==> src/rtl/uart_rx_cfg_if.sv <==
// Receive-side handshake bundle: the held word, its error flags, and the overrun pulse.
// The master modport is the receiver side. The slave modport is the consumer side.
interface uart_rx_cfg_if #(
  parameter int DATA_BITS = 8
);
  logic [DATA_BITS-1:0] rx_data;
  logic                 rx_valid;
  logic                 rx_ready;
  logic                 parity_error;
  logic                 frame_error;
  logic                 overrun;

  modport master (
    output rx_data, rx_valid, parity_error, frame_error, overrun,
    input  rx_ready
  );

  modport slave (
    input  rx_data, rx_valid, parity_error, frame_error, overrun,
    output rx_ready
  );
endinterface

==> src/rtl/uart_rx_cfg.sv <==
// Configurable UART receiver with a one-word holding register and a valid/ready handshake.
// Optional macro UART_RX_MAJORITY_EN: each bit is the 2-of-3 vote around mid-bit instead of a single sample.
module uart_rx_cfg #(
  parameter int CLK_FREQ  = 50_000_000,
  parameter int UART_BPS  = 115200,
  parameter int DATA_BITS = 8,
  parameter int PARITY    = 0,
  parameter int STOP_BITS = 1
) (
  input  logic          clk,
  input  logic          rst,
  input  logic          uart_rxd,
  uart_rx_cfg_if.master rx
);
  localparam int BIT_CYC = CLK_FREQ / UART_BPS;
  localparam int MID     = BIT_CYC >> 1;
  localparam int CW      = $clog2(BIT_CYC);
  localparam int BW      = $clog2(DATA_BITS);

  localparam logic [CW-1:0] LAST  = CW'(BIT_CYC - 1);
`ifdef UART_RX_MAJORITY_EN
  localparam logic [CW-1:0] SAMP  = CW'(MID + 1);
`else
  localparam logic [CW-1:0] SAMP  = CW'(MID);
`endif
  localparam logic [BW-1:0] DLAST = BW'(DATA_BITS - 1);
  localparam logic          SLAST = 1'(STOP_BITS - 1);

  localparam logic [2:0] S_IDLE   = 3'd0;
  localparam logic [2:0] S_START  = 3'd1;
  localparam logic [2:0] S_DATA   = 3'd2;
  localparam logic [2:0] S_PARITY = 3'd3;
  localparam logic [2:0] S_STOP   = 3'd4;

  logic                 rxd_s1, rxd_s, rxd_d;
  logic                 bit_val;
  logic [2:0]           state;
  logic [CW-1:0]        cnt;
  logic [BW-1:0]        bit_cnt;
  logic                 stop_cnt;
  logic [DATA_BITS-1:0] shreg;
  logic                 par_err, frm_err, done;

  // rxd_d keeps the previous synchronized value for falling-edge detection.
  always_ff @(posedge clk) begin
    if (rst) begin
      rxd_s1 <= 1'b1;
      rxd_s  <= 1'b1;
      rxd_d  <= 1'b1;
    end else begin
      rxd_s1 <= uart_rxd;
      rxd_s  <= rxd_s1;
      rxd_d  <= rxd_s;
    end
  end

`ifdef UART_RX_MAJORITY_EN
  // hist holds the samples taken at MID-1 and MID. The vote is taken at MID+1.
  logic [1:0] hist;
  always_ff @(posedge clk) begin
    if (rst) hist <= 2'b11;
    else     hist <= {hist[0], rxd_s};
  end
  assign bit_val = (hist[1] & hist[0]) | (hist[1] & rxd_s) | (hist[0] & rxd_s);
`else
  assign bit_val = rxd_s;
`endif

  always_ff @(posedge clk) begin
    if (rst) begin
      state    <= S_IDLE;
      cnt      <= '0;
      bit_cnt  <= '0;
      stop_cnt <= 1'b0;
      shreg    <= '0;
      par_err  <= 1'b0;
      frm_err  <= 1'b0;
      done     <= 1'b0;
    end else begin
      done <= 1'b0;
      if (state != S_IDLE) cnt <= (cnt == LAST) ? '0 : cnt + CW'(1);
      case (state)
        S_IDLE: begin
          cnt      <= '0;
          bit_cnt  <= '0;
          stop_cnt <= 1'b0;
          if (rxd_d && !rxd_s) begin
            state   <= S_START;
            par_err <= 1'b0;
            frm_err <= 1'b0;
          end
        end
        S_START: begin
          // A start bit that reads high at its sample point is a glitch and is dropped silently.
          if (cnt == SAMP && bit_val) begin
            state <= S_IDLE;
            cnt   <= '0;
          end else if (cnt == LAST) begin
            state <= S_DATA;
          end
        end
        S_DATA: begin
          if (cnt == SAMP) shreg[bit_cnt] <= bit_val;
          if (cnt == LAST) begin
            bit_cnt <= bit_cnt + BW'(1);
            if (bit_cnt == DLAST) begin
              bit_cnt <= '0;
              state   <= (PARITY != 0) ? S_PARITY : S_STOP;
            end
          end
        end
        S_PARITY: begin
          if (cnt == SAMP) par_err <= (((^shreg) ^ bit_val) != (PARITY == 1));
          if (cnt == LAST) state <= S_STOP;
        end
        S_STOP: begin
          if (cnt == SAMP) begin
            if (!bit_val) frm_err <= 1'b1;
            // Leave at the last stop sample so a new start edge is caught early.
            if (stop_cnt == SLAST) begin
              state <= S_IDLE;
              cnt   <= '0;
              done  <= 1'b1;
            end
          end
          if (cnt == LAST) stop_cnt <= stop_cnt + 1'b1;
        end
        default: begin
          state <= S_IDLE;
          cnt   <= '0;
        end
      endcase
    end
  end

  // Holding register. A completed frame that arrives while a word is held and not
  // accepted is dropped, and the drop is reported with a one-cycle overrun pulse.
  always_ff @(posedge clk) begin
    if (rst) begin
      rx.rx_data      <= '0;
      rx.rx_valid     <= 1'b0;
      rx.parity_error <= 1'b0;
      rx.frame_error  <= 1'b0;
      rx.overrun      <= 1'b0;
    end else begin
      rx.overrun <= 1'b0;
      if (done && (!rx.rx_valid || rx.rx_ready)) begin
        rx.rx_data      <= shreg;
        rx.parity_error <= par_err;
        rx.frame_error  <= frm_err;
        rx.rx_valid     <= 1'b1;
      end else if (done) begin
        rx.overrun <= 1'b1;
      end else if (rx.rx_ready) begin
        rx.rx_valid <= 1'b0;
      end
    end
  end
endmodule
==> src/flat_wrapper.sv <==
// flat-port wrapper written by rule: the top's interface ports become plain ports
module uart_rx_cfg_flat 
#(
  parameter int CLK_FREQ  = 50_000_000,
  parameter int UART_BPS  = 115200,
  parameter int DATA_BITS = 8,
  parameter int PARITY    = 0,
  parameter int STOP_BITS = 1
)
  (clk, rst, uart_rxd, rx_rx_data, rx_rx_valid, rx_parity_error, rx_frame_error, rx_overrun, rx_rx_ready);
  uart_rx_cfg_if #(.DATA_BITS(DATA_BITS)) rx_i ();
  input  logic clk;
  input  logic rst;
  input  logic uart_rxd;
  output wire logic [$bits(rx_i.rx_data)-1:0] rx_rx_data;
  output wire logic [$bits(rx_i.rx_valid)-1:0] rx_rx_valid;
  output wire logic [$bits(rx_i.parity_error)-1:0] rx_parity_error;
  output wire logic [$bits(rx_i.frame_error)-1:0] rx_frame_error;
  output wire logic [$bits(rx_i.overrun)-1:0] rx_overrun;
  input wire logic [$bits(rx_i.rx_ready)-1:0] rx_rx_ready;
  assign rx_rx_data = rx_i.rx_data;
  assign rx_rx_valid = rx_i.rx_valid;
  assign rx_parity_error = rx_i.parity_error;
  assign rx_frame_error = rx_i.frame_error;
  assign rx_overrun = rx_i.overrun;
  assign rx_i.rx_ready = rx_rx_ready;
  uart_rx_cfg #(.CLK_FREQ(CLK_FREQ), .UART_BPS(UART_BPS), .DATA_BITS(DATA_BITS), .PARITY(PARITY), .STOP_BITS(STOP_BITS)) u_core (.clk(clk), .rst(rst), .uart_rxd(uart_rxd), .rx(rx_i));
endmodule
==> config.mk <==
export PLATFORM = sky130hd
export DESIGN_NAME = uart_rx_cfg_flat
export DESIGN_NICKNAME = d
export VERILOG_FILES = /design/src/rtl/uart_rx_cfg_if.sv /design/src/rtl/uart_rx_cfg.sv /design/src/flat_wrapper.sv
export SDC_FILE = /design/constraint.sdc
export NUM_CORES = 1
export LEC_CHECK = 0
export CAP_MARGIN = 5
export CORE_UTILIZATION = 55
export CTS_CLUSTER_SIZE = 14
export DETAILED_ROUTE_END_ITERATION = 16
export GPL_TIMING_DRIVEN = 0
export PLACE_DENSITY = 0.8
export SLEW_MARGIN = 20
export SYNTH_ARGS = -nofsm -noshare
export SYNTH_HDL_FRONTEND = slang
export SYNTH_SLANG_ARGS = --single-unit
==> constraint.sdc <==
create_clock -name clk -period 6.8 [get_ports clk]
set_clock_uncertainty 0.2 [all_clocks]
set_input_delay 0.68 -clock clk [delete_from_list [all_inputs] [get_ports clk]]
set_output_delay 0.68 -clock clk [all_outputs]
set_load 0.005 [all_outputs]
* Word-level counts from Yosys, hierarchy flattened
Index checks and enable logic that the tools add are counted.
Word-level totals: register bits 42, bits in latches 0, RAM bits 0, ROM bits 0, bits of input ports 4, output and inout bits 12, memories 0
Cells by class: add/subtract/negate cells 3, multipliers 0, div/mod/pow operators 0, $lt $le $gt $ge 2, eq/ne operators 18, shifts and indexed selects 0, multiplexer cells 34, bitwise logic cells 3, reductions and logical operators 24
Operators with widths (count):
- 9-bit 2-to-1 mux | 5
- 3-bit 2-to-1 mux | 10
- 9-bit case mux with 3 select lines | 1
- 3-bit case mux with 5 select lines | 1
- 2-bit by 1-bit inequality test with 1-bit output (second input constant) | 7
- 1-bit 2-to-1 mux | 11
- 9-bit by 1-bit adder with 9-bit output (second input constant) | 1
- 9-bit by 8-bit == test with 1-bit output (second input constant) | 1
- 9-bit == test (second input constant) | 1
- 8-bit bitwise mux | 1
- 2-bit AND reduction | 4
- 2-bit nonzero test | 4
- 8-bit parity | 1
- 7-bit AND reduction | 1
- 3-bit by 2-bit == test with 1-bit output (second input constant) | 2
- 3-bit == test (second input constant) | 2
- 2-bit inequality test (second input constant) | 3
- 1-bit case mux with 2 select lines | 3
- 3-bit case mux with 2 select lines | 1
- 1-bit logical AND | 4
- 3-bit by 4-bit less-than comparator with 1-bit output (second input constant) | 1
- 4-bit AND reduction | 1
- 2-bit OR reduction | 2
- 3-bit by 1-bit adder with 3-bit output (second input constant) | 1
- other kinds (13) | 15

* Logic depth before layout (Yosys ltp)
Gate-level depths: netlist of run 1.
word-level depth 6, gate-level depth with buffers 7, gate-level depth less buffers 7

* Worst setup path after synthesis of run 1
Ideal clock, no wire load.
path kind register to register, start register u_core.state[0], end register u_core.shreg[3], data arrival time 1817 ps, data required time 6472 ps, path slack 4655 ps, cell stages (with the launch flop) 7, period minus slack after synthesis 2145 ps, cell sequence dfxtp_1 -> buf_6 -> or3b_4 -> or4_4 -> nor3b_2 -> mux2i_1 -> nor2_1
On the way: word-level cells in the longest chain between the ends 2
Ends and longest elaborated chain:
- from (decl) | line uart_rx_cfg.sv:37 | logic [2:0] state;
- from (signal assigned) | line uart_rx_cfg.sv:108 | state <= (PARITY != 0) ? S_PARITY : S_STOP;
- 3-bit by 2-bit == test with 1-bit output | line uart_rx_cfg.sv:82 | case (state)
- 2-bit AND reduction (no source line)
- to (signal, indexed assignment) | line uart_rx_cfg.sv:103 | if (cnt == SAMP) shreg[bit_cnt] <= bit_val;
- to (decl) | line uart_rx_cfg.sv:41 | logic [DATA_BITS-1:0] shreg;
No other way between the ends. A chain may end at the register's enable or synchronous reset.

* Worst setup path after layout of run 1
start register u_core.state[0], end register u_core.shreg[1]
The elaborated chain is that of the path after synthesis.

==> results of run 1 <==
path summary, 6_finish.rpt:
check | from | slack (ns) | depth (start not counted) | end
setup / recovery | u_core.state[0] | 4.47 | 6 | u_core.shreg[1]
setup reg to reg | u_core.state[0] | 4.47 | 6 | u_core.shreg[1]
hold / removal | u_core.rxd_s1 | 0.22 | 1 | u_core.bit_val
hold reg to reg | u_core.rxd_s1 | 0.22 | 1 | u_core.bit_val
power groups by stage:
stage | Sequential (mW) | Clock (mW) | Combinational, mW
finish | 0.248 | 0.161 | 0.0191
floorplan | 0.253 | 0 | 0.0140
global placement | 0.253 | 0 | 0.0186
global route | 0.248 | 0.173 | 0.0209
detailed placement | 0.253 | 0 | 0.0187
CTS | 0.248 | 0.164 | 0.0188
registers in the layout, indices dropped and copies added (netlist names):
signal,cells
u_core.bit_cnt,3
u_core.bit_val,1
u_core.cnt,9
u_core.done,1
u_core.frm_err,1
u_core.par_err,1
u_core.rx.frame_error,1
u_core.rx.overrun,1
u_core.rx.parity_error,1
u_core.rx.rx_data,8
u_core.rx.rx_valid,1
u_core.rxd_d,1
u_core.rxd_s1,1
u_core.shreg,8
u_core.state,3
u_core.stop_cnt,1
cell usage after synthesis, types with 5 or more instances:
cell type and count:
nor3_1 5, clkbuf_1 5, xor2_1 5, xnor2_1 8, nor2_1 38, inv_1 7
dfxtp_1 42, a21oi_1 11, mux2i_1 17, nand2_1 13
stage by stage:
| stage | setup slack, ns | std cells |
|---|---|---|
| global route | 4.29 | 282 |
| detailed placement | 4.28 | 274 |
| CTS | 4.46 | 282 |
| finish | 4.47 | 282 |
| floorplan | 4.66 | 214 |
| global placement | 4.29 | 274 |
cell type report:
type / count / area, um^2 / share of cell area
Multi-Input combinational cell: 152 / 1030 / 0.456
Sequential cell: 42 / 841 / 0.374
Timing Repair Buffer: 14 / 140 / 0.0623
Buffer: 13 / 77.6 / 0.0345
Tap cell: 46 / 57.6 / 0.0256
Clock inverter: 3 / 43.8 / 0.0195
Clock buffer: 5 / 37.5 / 0.0167
Inverter: 7 / 26.3 / 0.0117
critical path, stage by stage (launching register included):
cell and delay (ns):
dfxtp_1 0.33, buf_6 0.13, or3b_4 0.44, nor4_1 0.70
nand3b_1 0.19, mux2i_1 0.18, nor2_1 0.05
kinds of logic after synthesis:
logic type,Yosys count,synth area share
AOI/OAI and AO/OA,24,0.0749
xor gates and xnor gates,14,0.0692
adders and majority gates,4,0.0254
buffers and inverters,20,0.0527
DFF,42,0.426
muxes,19,0.0977
and+or+nand+nor,91,0.254
metal layers:
| metal | vias to the layer above | GRT usage | part of all wire | wire length, um |
|---|---|---|---|---|
| met1 | 699 | 0.287 | 0.49 | 1750 |
| met2 | 36 | 0.315 | 0.46 | 1650 |
| li1 | 778 | - | - | - |
| met3 | 4 | 0.0600 | 0.035 | 126 |
| met5 | - | 0 | 0 | 0 |
| met4 | 0 | 0.0762 | 0.011 | 40 |
==> metrics.md, run 1 <==
| Metric | Value |
|---|---|
| Max Cap Violations | 0 |
| Largest net degree at the start of global routing | 15 |
| Hold slack | 0.224 ns |
| Clock Tree Buf Depth | 2 |
| Grt ovf | 0 |
| Worst skew pair latency | 0.35 ns |
| Final core utilization | 0.664 |
| Share of layout cells above drive strength 1 | 0.114 |
| FF+latch count, synth | 42 |
| Post-synthesis async set-or-reset flop share | 0 |
| Min Tclk post-route | 2.33 ns |
| Avg Cell Area, Syn | 9.21 um^2 |
| Resized cells post-CTS | 0 |
| TritonCTS Sinks | 42 |
| GR Util All Layers | 0.210 |
| Crit path kind | reg -> reg |
| Slew Limit Fails | 0 |
| Post-synth EDFFs | 0 |
| First DRT Iteration DRCs | 95 |
| RSZ-0062 raised after global routing | no |
| Synth Net Count | 222 |
| Total power | 0.428 mW |
| Hold Path Class | reg -> reg |
| Total iterations of the first detailed-routing run | 4 |
| Sw Share | 0.221 |
| Logic pwr share | 0.045 |
| Setup Fix Bufs, Post-CTS | 0 |
| Fmax | 428 MHz |
| Leakage | 0.883 nW |
| Netlist Area Pre-Place | 0.00197 mm^2 |
| Commonest non-fill, non-tap cell in the layout | dfxtp_1 |
| Yosys Warn Count | 0 |
| Synth area leader | dfxtp_1 |
| Share of the synthesized area in the top cell type | 0.426 |
| Pwr/cell area | 190 mW/mm^2 |
| Main synth FF type | dfxtp_1 |
| Fin crit share | 0.343 |
| Fin Setup TNS | 0 ns |
| Vias post-DR | 1,517 |
| Post-route cell area | 0.00225 mm^2 |
| Area Overhead vs Synth | 14.1% |
| Hold_buf cts | 0 |
| Nets | 243 |
| Peak supply drop | 0.000128 V |
| Routability Congestion | 0.938 |
| Dpl cell area | 0.00217 mm^2 |
| Vias in the first global route | 1,293 |
| Clock power frac | 0.376 |
| Placeable Area | 0.00339 mm^2 |
| Max transition margin | 0.471 |
| Total die area | 0.00383 mm^2 |
| CTS Root Cell | clkbuf_4 |
| Synth Instances | 214 |
| Wirelength, routed | 3.57 mm |
| Most frequent cells in the layout | dfxtp_1 (42), nor2_1 (38), mux2i_1 (17) |
| DRC violations left | 0 |
| Antenna cell count | 0 |
| Psw | 0.0945 mW |
| CTS buffer count | 5 |
| Status | finished, final reports clean |
| Global-route wire length before repair | 5.73 mm |
| Height of the chip | 61.9 um |
| Synth top area cells | dfxtp_1 (43%), mux2i_1 (8.6%), nor2_1 (7.2%) |
| Clk pin slew, worst setup/hold paths | 0.13 ns |
| WP data required | 6.84 ns |
| Die Span X | 61.9 um |
| CTS H-tree depth | 2 |
| Number of filler cells placed in the layout | 280 |
| Slew @ Worst Pin | 0.787 ns |
| Internal power | 0.333 mW |
| Sequential share of the synthesized area | 0.426 |
| Buffers on Ports | 14 |
| ANT nets after route | 0 |
| Netlist cell types | 48 |
| FP Rows | 21 |
| Sequential share of power | 0.580 |
| Type of origin of the critical path | flop |
| Crit path capture type | flop |
| Initial antenna violation count | 0 |
| Hpwl dp | 2.63 mm |
| WL/cell | 12.7 um |
| Initial Util | 0.582 |
| Setup violators final | 0 |
| CTS tree | built |
| Arrival time at the worst endpoint | 2.37 ns |
| Final Hold Fails | 0 |
| Worst-path fanout max | 10 |
| Via density | 5.38 |
| Ports | 16 |
Power figures use the tool's default switching activity.
==> run 2, diff against run 1 <==
Clock period 6.8 ns to 2.3 ns, I/O delays scaled along.
==> metrics.md, run 2 (synthesis gave the netlist of run 1 again) <==
| Metric | Value |
|---|---|
| Status | finished, final reports clean (unchanged) |
| Total power | 1.27 mW (was 0.428 mW) |
| CTS buffer count | 5 (unchanged) |
| Post-route cell area | 0.00231 mm^2 (was 0.00225 mm^2) |
| WP data required | 2.34 ns (was 6.84 ns) |
| Critical path startpoint | u_core.state[0] (unchanged) |
| Commonest non-fill, non-tap cell in the layout | dfxtp_1 (unchanged) |
| Die Span X | 61.9 um (unchanged) |
| CTS tree | built (unchanged) |
| Ports | 16 (unchanged) |
| Fin Setup TNS | 0 ns (unchanged) |
| Slew Limit Fails | 0 (unchanged) |
| Fin cells | 286 (was 282) |
| Crit path kind | reg -> reg (unchanged) |
| Number of filler cells placed in the layout | 267 (was 280) |
| Grt ovf | 0 (unchanged) |
| Max FFs per register | 9 (unchanged) |
| Worst setup margin | 0.108 ns (was 4.47 ns) |
| DRC violations left | 0 (unchanged) |
| RSZ-0062 raised after global routing | no (unchanged) |
| Worst-path fanout max | 5 (was 10) |
| Leakage | 0.905 nW (was 0.883 nW) |
| Top flop regs | u_core.cnt x9, u_core.rx.rx_data x8, u_core.shreg x8 (unchanged) |
| Total die area | 0.00383 mm^2 (unchanged) |
| FP Rows | 21 (unchanged) |
| ANT nets after route | 0 (unchanged) |
| Fin crit share | 0.953 (was 0.343) |
| Height of the chip | 61.9 um (unchanged) |
| Wirelength, routed | 3.66 mm (was 3.57 mm) |
| Hold_sp | u_core.rxd_s1 (unchanged) |
| Routability Congestion | 0.938 (unchanged) |
| Initial Util | 0.582 (unchanged) |
| Dpl cell area | 0.00217 mm^2 (unchanged) |
| Vias in the first global route | 1,299 (was 1,293) |
| Total iterations of the first detailed-routing run | 4 (unchanged) |
| Nets | 247 (was 243) |
| Worst skew pair latency | 0.35 ns (about the same) |
| Placeable Area | 0.00339 mm^2 (unchanged) |
| Area of the multi-input gates | 0.00105 mm^2 (was 0.00103 mm^2) |
| Via density | 5.40 (was 5.38) |
| Global-route wire length before repair | 5.75 mm (was 5.73 mm) |
| Hold Path Class | reg -> reg (unchanged) |
| Arrival time at the worst endpoint | 2.23 ns (was 2.37 ns) |
| Clock Tree Buf Depth | 2 (unchanged) |
| TritonCTS Sinks | 42 (unchanged) |
| Max Cap Violations | 0 (unchanged) |
| Slew @ Worst Pin | 0.705 ns (was 0.787 ns) |
| Area Overhead vs Synth | 17.2% (was 14.1%) |
| First DRT Iteration DRCs | 78 (was 95) |
| Placed insts | 274 (unchanged) |
| CTS Root Cell | clkbuf_4 (unchanged) |
| Hpwl dp | 2.63 mm (unchanged) |
| Clk pin slew, worst setup/hold paths | 0.13 ns (about the same) |
| Antenna cell count | 0 (unchanged) |
| Type of origin of the critical path | flop (unchanged) |
| Pwr/cell area | 550 mW/mm^2 (was 190 mW/mm^2) |
| Initial antenna violation count | 0 (unchanged) |
| Register bank with the most flops | u_core.cnt (unchanged) |
| Crit path capture type | flop (unchanged) |
| Setup violators final | 0 (unchanged) |
| Min Tclk post-route | 2.19 ns (was 2.33 ns) |
| WL/cell | 12.8 um (was 12.7 um) |
| Share of layout cells above drive strength 1 | 0.150 (was 0.114) |
| CTS H-tree depth | 2 (unchanged) |
| GR Util All Layers | 0.210 (about the same) |
| Buffers on Ports | 14 (unchanged) |
| R2R Path Start | u_core.state[0] (unchanged) |
| Fmax | 456 MHz (was 428 MHz) |
| Vias post-DR | 1,545 (was 1,517) |
| Most frequent cells in the layout | dfxtp_1 (40), nor2_1 (38), mux2i_1 (17) (was dfxtp_1 (42), nor2_1 (38), mux2i_1 (17)) |
| FF+latch area | 846 um^2 (was 841 um^2) |
| Final Hold Fails | 0 (unchanged) |
| Max transition margin | 0.530 (was 0.471) |
| Dpl ws | -0.00488 ns (was 4.28 ns) |
| Largest net degree at the start of global routing | 15 (unchanged) |
| Peak supply drop | 0.000380 V (was 0.000128 V) |
## run 2: cell count changes in the layout (fill, tap and decap cells not counted), sizes merged
| cell | change |
|---|---|
| buf | +3 |
| dlygate4sd3 | +1 |
## run 2: layout make-up
| type | instances | area share |
|---|---|---|
| multi-input cells | 152 | 0.456 |
| plain buffers | 12 | 0.0287 |
| clock buffers | 5 | 0.0162 |
| clock inverters | 3 | 0.0189 |
| inverters | 7 | 0.0114 |
| well taps | 46 | 0.0249 |
| repair buffers | 19 | 0.0780 |
| flip-flops and latches | 42 | 0.366 |
## run 2: critical path, cell delays in order (launching register included)
cell	delay [ns]
dfxtp_4	0.38
or3b_4	0.41
or4_4	0.61
nor3b_4	0.22
mux2i_1	0.20
nor2_1	0.06
## run 2: worst paths after layout
path	endpoint	slack, ns	depth (start not counted)
max reg2reg	u_core.shreg[3]	0.11	5
min reg2reg	u_core.bit_val	0.22	1
max	u_core.shreg[3]	0.11	5
min	u_core.bit_val	0.22	1
## run 2: per-layer routing
layer	part of all wire	up-vias	GRT usage
li1	-	789	-
met1	0.50	717	0.287
met2	0.46	35	0.318
met3	0.037	4	0.0600
met4	0.011	0	0.0762
met5	0	-	0
## run 2: stage by stage
| step | hold slack (ns) | util |
|---|---|---|
| after floorplan | 0.107 | - |
| after global routing | 0.225 | 0.682 |
| after detailed placement | 0.194 | 0.640 |
| final | 0.224 | 0.682 |
| after CTS | 0.218 | 0.669 |
| after global placement | 0.192 | 0.640 |
## run 2: timing repair
action | 4_1_cts | 5_1_grt
hold endpoints to repair | 9 | 0
pin swaps | 1 | 4
endpoints found under the setup margin | 3 | 13
setup buffers | 0 | 4
hold buffers | 1 | 0
cloned | 0 | 0
gates resized for setup | 1 | 7
## run 2: power breakdown
part	internal (mW)	total [mW]	switching, mW
clock	0.231	0.480	0.249
sequential	0.731	0.733	0.00258
combinational	0.0241	0.0573	0.0332
==> run 3, diff against run 2 <==
Settings changed: CAP_MARGIN 5 to unset, PLACE_DENSITY 0.8 to 0.76.
==> metrics.md, run 3 (synthesis gave the netlist of run 1 again) <==
| Metric | Value |
|---|---|
| Clock Tree Buf Depth | 2 (unchanged) |
| Register bank with the most flops | u_core.cnt (unchanged) |
| Fin crit share | 0.958 (was 0.953) |
| First DRT Iteration DRCs | 56 (was 78) |
| Buffers on Ports | 14 (unchanged) |
| Arrival time at the worst endpoint | 2.25 ns (was 2.23 ns) |
| Total die area | 0.00383 mm^2 (unchanged) |
| Fin cells | 283 (was 286) |
| Most frequent cells in the layout | dfxtp_1 (40), nor2_1 (38), mux2i_1 (17) (unchanged) |
| CTS Root Cell | clkbuf_4 (unchanged) |
| Wirelength, routed | 3.69 mm (was 3.66 mm) |
| Internal power | 0.875 mW (was 0.986 mW) |
| Type of origin of the critical path | flop (unchanged) |
| Crit path kind | reg -> reg (unchanged) |
| Peak supply drop | 0.000413 V (was 0.000380 V) |
| CTS H-tree depth | 2 (unchanged) |
| Routability Congestion | 0.954 (was 0.938) |
| Max Cap Violations | 0 (unchanged) |
| Pwr/cell area | 509 mW/mm^2 (was 550 mW/mm^2) |
| CTS buffer count | 5 (unchanged) |
| Nets | 244 (was 247) |
| Psw | 0.282 mW (was 0.284 mW) |
| Share of layout cells above drive strength 1 | 0.139 (was 0.150) |
| Ports | 16 (unchanged) |
| RR Endpoint | u_core.shreg[6] (was u_core.shreg[3]) |
| Height of the chip | 61.9 um (unchanged) |
| Worst setup margin | 0.0972 ns (was 0.108 ns) |
| RSZ-0062 raised after global routing | no (unchanged) |
| Largest net degree at the start of global routing | 14 (was 15) |
| Logic pwr share | 0.047 (was 0.045) |
| Min Tclk post-route | 2.20 ns (was 2.19 ns) |
| Met2 GRT Util | 0.318 (unchanged) |
| DRC violations left | 0 (unchanged) |
| Max FFs per register | 9 (unchanged) |
| Register-to-Register Path Depth | 5 (unchanged) |
| Slew Limit Fails | 0 (unchanged) |
| Met3 usage in global routing | 0.0518 (was 0.0600) |
| Grt ovf | 0 (unchanged) |
| Via density | 5.35 (was 5.40) |
| Sequential share of power | 0.636 (was 0.577) |
| WP data required | 2.35 ns (was 2.34 ns) |
| Worst-path fanout max | 10 (was 5) |
| Vias in the first global route | 1,311 (was 1,299) |
| Antenna cell count | 0 (unchanged) |
| Grt met1 use | 0.302 (was 0.287) |
| Slew @ Worst Pin | 0.707 ns (was 0.705 ns) |
| ANT nets after route | 0 (unchanged) |
| Placed insts | 274 (unchanged) |
| Global-route wire length before repair | 5.93 mm (was 5.75 mm) |
| Placeable Area | 0.00339 mm^2 (unchanged) |
| Hpwl dp | 2.56 mm (was 2.63 mm) |
| CTS tree | built (unchanged) |
| Top flop regs | u_core.cnt x9, u_core.rx.rx_data x8, u_core.shreg x8 (unchanged) |
| Dpl ws | 0.0497 ns (was -0.00488 ns) |
| FP Rows | 21 (unchanged) |
| Total iterations of the first detailed-routing run | 4 (unchanged) |
| Leakage | 0.881 nW (was 0.905 nW) |
| Area Overhead vs Synth | 15.2% (was 17.2%) |
| Vias post-DR | 1,515 (was 1,545) |
| Worst hold stages | 2 (was 1) |
| Fmax | 454 MHz (was 456 MHz) |
| WL/cell | 13.0 um (was 12.8 um) |
| Die Span X | 61.9 um (unchanged) |
| Commonest non-fill, non-tap cell in the layout | dfxtp_1 (unchanged) |
| Clk pin slew, worst setup/hold paths | 0.13 ns (about the same) |
| Flop-to-flop setup slack | 0.1 ns (was 0.11 ns) |
| GR Util All Layers | 0.216 (was 0.210) |
| Sw Share | 0.244 (was 0.224) |
| Hold_sp | uart_rxd (was u_core.rxd_s1) |
| Final Hold Fails | 0 (unchanged) |
| Hold endpoint | u_core.rxd_s1 (was u_core.bit_val) |
| Fin Setup TNS | 0 ns (unchanged) |
| R2R Path Start | u_core.state[0] (unchanged) |
| Worst skew pair latency | 0.35 ns (about the same) |
| Hold Path Class | in -> reg (was reg -> reg) |
| TritonCTS Sinks | 42 (unchanged) |
| Crit path capture type | flop (unchanged) |
| Grt peak-use layer | met2 (unchanged) |
| Initial Util | 0.582 (unchanged) |
| Initial antenna violation count | 0 (unchanged) |
| Status | finished, final reports clean (unchanged) |
| Clock power frac | 0.317 (was 0.378) |
| Setup violators final | 0 (unchanged) |
| Max transition margin | 0.528 (was 0.530) |
-- run 3: power by group through the flow --
| stage | Clock, mW | Combinational (mW) | Sequential [mW] |
|---|---|---|---|
| 6_report | 0.366 | 0.0548 | 0.736 |
| 3_3_place_gp | 0 | 0.0552 | 0.749 |
| 4_1_cts | 0.374 | 0.0568 | 0.733 |
| 2_1_floorplan | 0 | 0.0413 | 0.749 |
| 3_5_place_dp | 0 | 0.0551 | 0.749 |
| 5_1_grt | 0.399 | 0.0608 | 0.737 |
-- run 3: worst max-delay path by stage --
stage,end,cells after the start,startpoint
finish,u_core.shreg[6],5,u_core.state[0]
global route,u_core.shreg[6],5,u_core.state[0]
CTS,u_core.shreg[2],6,u_core.state[0]
detailed placement,u_core.shreg[3],6,u_core.state[0]
global placement,u_core.shreg[2],6,u_core.state[0]
floorplan,u_core.shreg[3],6,u_core.state[0]
-- run 3: what timing repair did --
action | in CTS | in global routing
setup buffers | 0 | 1
setup endpoints to repair | 0 | 18
gates resized for setup | 0 | 10
hold buffers | 1 | 0
endpoints found under the hold margin | 9 | 0
-- run 3: metrics by stage --
| step | hold WS (ns) | area [um^2] | power (mW) | utilization |
|---|---|---|---|---|
| final | 0.231 | 2270 | 1.16 | 0.670 |
| after global routing | 0.234 | 2270 | 1.20 | 0.670 |
| after CTS | 0.224 | 2230 | 1.16 | 0.659 |
| after detailed placement | 0.219 | 2170 | 0.804 | 0.640 |
| after global placement | 0.193 | 2170 | 0.804 | 0.640 |
| after floorplan | 0.107 | 1970 | 0.790 | - |
-- run 3: area by class of cell --
type	instances	area [um^2]
Timing Repair Buffer	16	158
Tap cell	46	57.6
Multi-Input combinational cell	152	1070
Sequential cell	42	843
Clock buffer	6	41.3
Fill cell	283	1120
Buffer	12	66.3
Inverter	7	26.3
Clock inverter	2	13.8
-- run 3: layer usage --
layer,up-vias,part of all wire
met5,-,0
met1,706,0.49
met3,8,0.036
li1,776,-
met2,25,0.45
met4,0,0.017
-- run 3: worst max-delay path, cell delays in order, from the launching register on --
cell	delay, ns
dfxtp_2	0.39
or3b_4	0.44
or4_4	0.59
nor3b_4	0.22
mux2i_1	0.21
nor2_1	0.05
